`config.mk`:
```
export PLATFORM = sky130hd
export DESIGN_NAME = axi4_lite_rd_arbiter
export DESIGN_NICKNAME = d
export VERILOG_FILES = /design/src/rtl/axi4_lite_rd_arbiter.sv
export SDC_FILE = /design/constraint.sdc
export NUM_CORES = 1
export LEC_CHECK = 0
export BUFFER_PORTS_ARGS = -buffer_cell sky130_fd_sc_hd__buf_4
export CELL_PAD_IN_SITES_DETAIL_PLACEMENT = 0
export CELL_PAD_IN_SITES_GLOBAL_PLACEMENT = 1
export CORE_MARGIN = 5
export CORE_UTILIZATION = 16
export CTS_BUF_LIST = sky130_fd_sc_hd__clkbuf_4
export DETAILED_ROUTE_END_ITERATION = 6
export PLACE_DENSITY = 0.88
export SLEW_MARGIN = 0
export SYNTH_ARGS = -nofsm -noshare
export SYNTH_HDL_FRONTEND = slang
export SYNTH_SLANG_ARGS = --single-unit
```
`constraint.sdc`:
```
create_clock -name iClock -period 2 [get_ports iClock]
set_clock_uncertainty 0.2 [all_clocks]
set_input_delay 0.1 -clock iClock [delete_from_list [all_inputs] [get_ports iClock]]
set_output_delay 0.1 -clock iClock [all_outputs]
set_load 0.01 [all_outputs]
```
`src/rtl/axi4_lite_rd_arbiter.sv`:
```
`default_nettype none
// ============================================================================
// Module   : axi4_lite_rd_arbiter
// Brief    : Two-master to one-slave AXI4-Lite read-channel arbiter. Master 0
//            is the instruction fetch unit and master 1 is the load/store
//            unit. The grant is locked from AR acceptance until the R
//            handshake, so only one read is ever outstanding.
//            Build option: define ARB_ROUND_ROBIN_EN for round-robin tie
//            resolution. Without it, M1 (LSU) wins every tie.
// Revision : 1.0 - initial release
// ============================================================================
module axi4_lite_rd_arbiter #(
    parameter int ADDR_WIDTH = 32,
    parameter int DATA_WIDTH = 32,
    parameter int RESP_WIDTH = 2
) (
    input  logic                  iClock,
    input  logic                  iReset,
    // Master 0 (IFU)
    input  logic                  pM0AXI4_ar_valid,
    input  logic [ADDR_WIDTH-1:0] pM0AXI4_ar_bits_addr,
    output logic                  pM0AXI4_ar_ready,
    input  logic                  pM0AXI4_r_ready,
    output logic                  pM0AXI4_r_valid,
    output logic [DATA_WIDTH-1:0] pM0AXI4_r_bits_data,
    output logic [RESP_WIDTH-1:0] pM0AXI4_r_bits_resp,
    // Master 1 (LSU)
    input  logic                  pM1AXI4_ar_valid,
    input  logic [ADDR_WIDTH-1:0] pM1AXI4_ar_bits_addr,
    output logic                  pM1AXI4_ar_ready,
    input  logic                  pM1AXI4_r_ready,
    output logic                  pM1AXI4_r_valid,
    output logic [DATA_WIDTH-1:0] pM1AXI4_r_bits_data,
    output logic [RESP_WIDTH-1:0] pM1AXI4_r_bits_resp,
    // Slave
    output logic                  pSAXI4_ar_valid,
    output logic [ADDR_WIDTH-1:0] pSAXI4_ar_bits_addr,
    input  logic                  pSAXI4_ar_ready,
    output logic                  pSAXI4_r_ready,
    input  logic                  pSAXI4_r_valid,
    input  logic [DATA_WIDTH-1:0] pSAXI4_r_bits_data,
    input  logic [RESP_WIDTH-1:0] pSAXI4_r_bits_resp,
    // Registered one-hot grant: bit0 = M0, bit1 = M1
    output logic [1:0]            oGrant
);

    localparam logic [1:0] S_IDLE = 2'd0;
    localparam logic [1:0] S_ADDR = 2'd1;
    localparam logic [1:0] S_DATA = 2'd2;

    localparam logic [1:0] C_GRANT_NONE = 2'b00;
    localparam logic [1:0] C_GRANT_M0   = 2'b01;
    localparam logic [1:0] C_GRANT_M1   = 2'b10;

    logic [1:0] r_state;
    logic [1:0] w_state_nxt;
    logic [1:0] r_grant;
    logic [1:0] w_grant_nxt;
    logic       w_pick_m1;
    logic       w_ar_hs;
    logic       w_r_hs;

    assign w_ar_hs = pSAXI4_ar_valid & pSAXI4_ar_ready;
    assign w_r_hs  = pSAXI4_r_valid  & pSAXI4_r_ready;
    assign oGrant  = r_grant;

`ifdef ARB_ROUND_ROBIN_EN
    // Last-granted pointer; reset to "M1" so that M0 wins the first tie.
    logic r_last_m1;

    // Tie goes to whichever master was not granted last.
    always_comb begin
        if (pM0AXI4_ar_valid && pM1AXI4_ar_valid) begin
            w_pick_m1 = ~r_last_m1;
        end else begin
            w_pick_m1 = pM1AXI4_ar_valid;
        end
    end

    // Remember the winner on every IDLE to ADDR transition.
    always_ff @(posedge iClock or posedge iReset) begin
        if (iReset) begin
            r_last_m1 <= 1'b1;
        end else if ((r_state == S_IDLE) && (w_state_nxt == S_ADDR)) begin
            r_last_m1 <= w_pick_m1;
        end
    end
`else
    // Fixed priority: the LSU wins whenever it is requesting.
    assign w_pick_m1 = pM1AXI4_ar_valid;
`endif

    // State and grant registers, cleared asynchronously so a reset aborts
    // any transaction in flight.
    always_ff @(posedge iClock or posedge iReset) begin
        if (iReset) begin
            r_state <= S_IDLE;
            r_grant <= C_GRANT_NONE;
        end else begin
            r_state <= w_state_nxt;
            r_grant <= w_grant_nxt;
        end
    end

    // Next state and grant: arbitrate in IDLE, hold the grant until R completes.
    always_comb begin
        w_state_nxt = r_state;
        w_grant_nxt = r_grant;
        case (r_state)
            S_IDLE: begin
                if (pM0AXI4_ar_valid || pM1AXI4_ar_valid) begin
                    w_state_nxt = S_ADDR;
                    w_grant_nxt = w_pick_m1 ? C_GRANT_M1 : C_GRANT_M0;
                end
            end
            S_ADDR: begin
                if (w_ar_hs) begin
                    w_state_nxt = S_DATA;
                end
            end
            S_DATA: begin
                if (w_r_hs) begin
                    w_state_nxt = S_IDLE;
                    w_grant_nxt = C_GRANT_NONE;
                end
            end
            default: begin
                w_state_nxt = S_IDLE;
                w_grant_nxt = C_GRANT_NONE;
            end
        endcase
    end

    // Channel muxes steered by the registered grant; everything not owned
    // by the granted master in the current phase is driven to zero.
    always_comb begin
        pSAXI4_ar_valid      = 1'b0;
        pSAXI4_ar_bits_addr  = '0;
        pSAXI4_r_ready       = 1'b0;
        pM0AXI4_ar_ready     = 1'b0;
        pM0AXI4_r_valid      = 1'b0;
        pM0AXI4_r_bits_data  = '0;
        pM0AXI4_r_bits_resp  = '0;
        pM1AXI4_ar_ready     = 1'b0;
        pM1AXI4_r_valid      = 1'b0;
        pM1AXI4_r_bits_data  = '0;
        pM1AXI4_r_bits_resp  = '0;
        if (r_state == S_ADDR) begin
            if (r_grant == C_GRANT_M0) begin
                pSAXI4_ar_valid     = pM0AXI4_ar_valid;
                pSAXI4_ar_bits_addr = pM0AXI4_ar_bits_addr;
                pM0AXI4_ar_ready    = pSAXI4_ar_ready;
            end else if (r_grant == C_GRANT_M1) begin
                pSAXI4_ar_valid     = pM1AXI4_ar_valid;
                pSAXI4_ar_bits_addr = pM1AXI4_ar_bits_addr;
                pM1AXI4_ar_ready    = pSAXI4_ar_ready;
            end
        end else if (r_state == S_DATA) begin
            if (r_grant == C_GRANT_M0) begin
                pM0AXI4_r_valid     = pSAXI4_r_valid;
                pM0AXI4_r_bits_data = pSAXI4_r_bits_data;
                pM0AXI4_r_bits_resp = pSAXI4_r_bits_resp;
                pSAXI4_r_ready      = pM0AXI4_r_ready;
            end else if (r_grant == C_GRANT_M1) begin
                pM1AXI4_r_valid     = pSAXI4_r_valid;
                pM1AXI4_r_bits_data = pSAXI4_r_bits_data;
                pM1AXI4_r_bits_resp = pSAXI4_r_bits_resp;
                pSAXI4_r_ready      = pM1AXI4_r_ready;
            end
        end
    end

endmodule
`default_nettype wire

```
==> flow_summary_export.csv <==
group,metric,value,unit
yosys,synth_xor_area_share,0,%
worst_setup_path,r2r-start,"oGrant[0]",
timing,setup-tns-final,0,ns
floorplanning,core_area,8175,sq um
timing,hold_violations,0,
yosys,synth-simple-area-share,50.80,%
yosys,muxShareOfSynthArea,0,%
worst_setup_path,worstPathRequired,1.70,ns
clock_network,cts_tree,"built",
floorplanning,initial_utilization,16.33,%
yosys,synth_fa_ha_area_share,0,%
timing,tightest_slew,0.3579,ns
clock_network,cts_max_level,1,
yosys,ys_types,27,
yosys,netlist_area,1335,sq um
worst_setup_path,worstSetupStartpointType,"flop",
timing,slew_violations,0,
worst_setup_path,crit_path_start,"oGrant[0]",
yosys,synthCells,197,
yosys,synth_compound_area_share,26.34,%
global_routing,grt_pass1_wl,10310,microns
final_layout,n_antenna_cell,0,
yosys,synth_top_flop_cell,"dfrtp_1",
global_routing,grt_start_max_net_pins,73,
yosys,seq_area_frac_synth,7.498,%
worst_setup_path,crit_fanout,26,
route,vias,2181,
route,drc,0,
power_and_ir_drop,p_leak,1.840,nW
power_and_ir_drop,power_density,791.5,nW/um^2
global_routing,antenna_found_initial,0,
floorplanning,die_area,10270,sq um
placement,hpwlAfterDp,5812,microns
flow_run,maxCapViolCount,0,
final_layout,drive_gt1_share,60.56,%
placement,routabilityCongestion,0.8142,
hold_path,worstHoldStart,"pM0AXI4_ar_valid",
power_and_ir_drop,total_power,2.391,mW
yosys,synth-edff-count,0,
floorplanning,rows,33,
yosys,synth-seq-cells,4,
worst_setup_path,endpoint_kind,"output pin",
final_layout,num-fill-cells,879,
global_routing,grt_pass1_vias,1975,
timing,min_period_over_period,94.52,%
route,first_pass_iters,4,
global_routing,grt_util_all_layers,11.99,%
final_layout,fin_nets,501,
yosys,yosysWarnings,0,
timing,rsz0062_at_grt,"false",
worst_setup_path,cp.arrival,1.59,ns
clock_network,numCtsBuffers,3,
route,wl_per_cell,14.49,microns
floorplanning,die_h,101.3,microns
floorplanning,die_w,101.3,microns
route,antenna_violating_nets_post_route,0,
clock_network,cts.sinks,4,
route,wl,7218,microns
clock_network,insertion_delay,0.24,ns
global_routing,grt-ovfl-total,0,
yosys,synth_top_family_by_area,"simple AND/OR/NAND/NOR gates",
outcome,outcome,"completed",
placement,port-buffer-count,213,
floorplanning,io_pins,214,
clock_network,clockRootBuffer,"clkbuf_4",
power_and_ir_drop,vdd.ir_drop.worst,0.5209,mV
yosys,syn_avg_cell_area,6.777,sq um
timing,clock.fmax,529.0,MHz
timing,fin_crit,1.890,ns
hold_path,hold_class,"input port to flop",
final_layout,register_area,101.3,sq um
final_layout,final_util,36.95,%
clock_network,cts.clk_slew.worst_paths,0.04,ns
yosys,async_flop_share,100.0,%
timing,max-slew-margin-rel,76.14,%
route,first_iter_violations,67,
timing,setup_viol,0,
final_layout,area_growth,126.2,%
yosys,synth_fp_nets,303,
clock_network,cts_buffer_depth,2,
final_layout,multiInputGateArea,1052,sq um
worst_setup_path,crit_type,"flop to output pin",
route,viasPerCell,4.380,
[critical path, cell delays in order, from the launching register on]
cell,delay (ns)
dfrtp_1,0.50
nor2b_4,0.25
buf_6,0.24
a22oi_1,0.10
nor2_1,0.11
buf_4,0.14
[flip-flops by register name, indices dropped and copies added, names as in the netlist]
name and count:
r_state 2, oGrant 2
[final cells by class]
class                           instances  share of cell area (%)
Tap cell                              105                   4.350
Inverter                                1                  0.1243
Multi-Input combinational cell        164                   34.84
Sequential cell                         4                   3.355
Clock buffer                            3                  0.7456
Timing Repair Buffer                  221                   56.59
[routing by layer]
metal | wire [microns] | GRT usage (%)
met2 | 3883 | 22.38
met3 | 565 | 2.824
met4 | 36 | 1.431
met5 | 0 | 0
met1 | 2732 | 14.24
[cell families after synthesis]
| family | count (synthesis) |
|---|---|
| and+or+nand+nor | 122 |
| DFF | 4 |
| AOI/OAI and AO/OA | 42 |
| buffers and inverters | 29 |
[synthesized netlist by cell type (all sizes together) (2+ instances only)]
library cell / count / area (sq um)
a22oi: 34 / 299.0
and3: 70 / 437.9
buf: 17 / 148.9
clkbuf: 11 / 52.55
dfrtp: 4 / 100.1
nand2: 3 / 11.26
nand2b: 3 / 18.77
nor2: 37 / 151.4
nor2b: 5 / 31.28
o211ai: 2 / 15.01
o22ai: 2 / 12.51
or2b: 2 / 15.01
[metrics by stage]
stage	cell area [sq um]	instances	setup slack [ns]	hold slack, ns
final	3020	498	0.1096	0.04572
after global placement	2969	493	0.3245	-0.2044
after global routing	3020	498	0.002816	0.04550
after CTS	3012	498	0.001942	0.03380
after detailed placement	2969	493	0.2613	-0.1963
after floorplan	1335	197	0.4686	-0.3339
[path summary, 6_finish.rpt]
path	to	slack [ns]	cells past startpoint
max in group asynchronous	oGrant[1]	1.33	3
worst min-delay path	r_state[0]	0.05	3
worst max-delay path	pSAXI4_ar_bits_addr[31]	0.11	5
worst min register to register	oGrant[0]	0.39	1
worst max register to register	r_state[0]	0.42	4
min in group asynchronous	r_state[1]	0.10	3
[power breakdown]
| group | internal (mW) | total, mW | switching (mW) | leakage (nW) |
|---|---|---|---|---|
| Combinational | 0.995 | 2.09 | 1.10 | 1.78 |
| Sequential | 0.116 | 0.192 | 0.0758 | 0.0474 |
| Clock | 0.0674 | 0.105 | 0.0371 | 0.0138 |
[placed cells by master (no fill, tap or decap), drive strengths merged]
cell type,instances
dlygate4sd3,2
nor2b,5
clkbuf,3
dfrtp,4
o21ai,1
o31ai,1
nor3,1
o22ai,2
a21oi,1
inv,1
or2b,2
o211ai,2
buf,219
and3,70
o21a,1
nor2,37
a22oi,34
nand3b,1
nand2,3
nand2b,3
[repair_timing]
item / 4_1_cts / 5_1_grt
resized for setup: 0 / 3
hold endpoints to repair: 5 / 0
buffers inserted: 0 / 0
setup endpoints to repair: 0 / 26
hold buffers: 2 / 0
(Power assumes the default switching activity.)
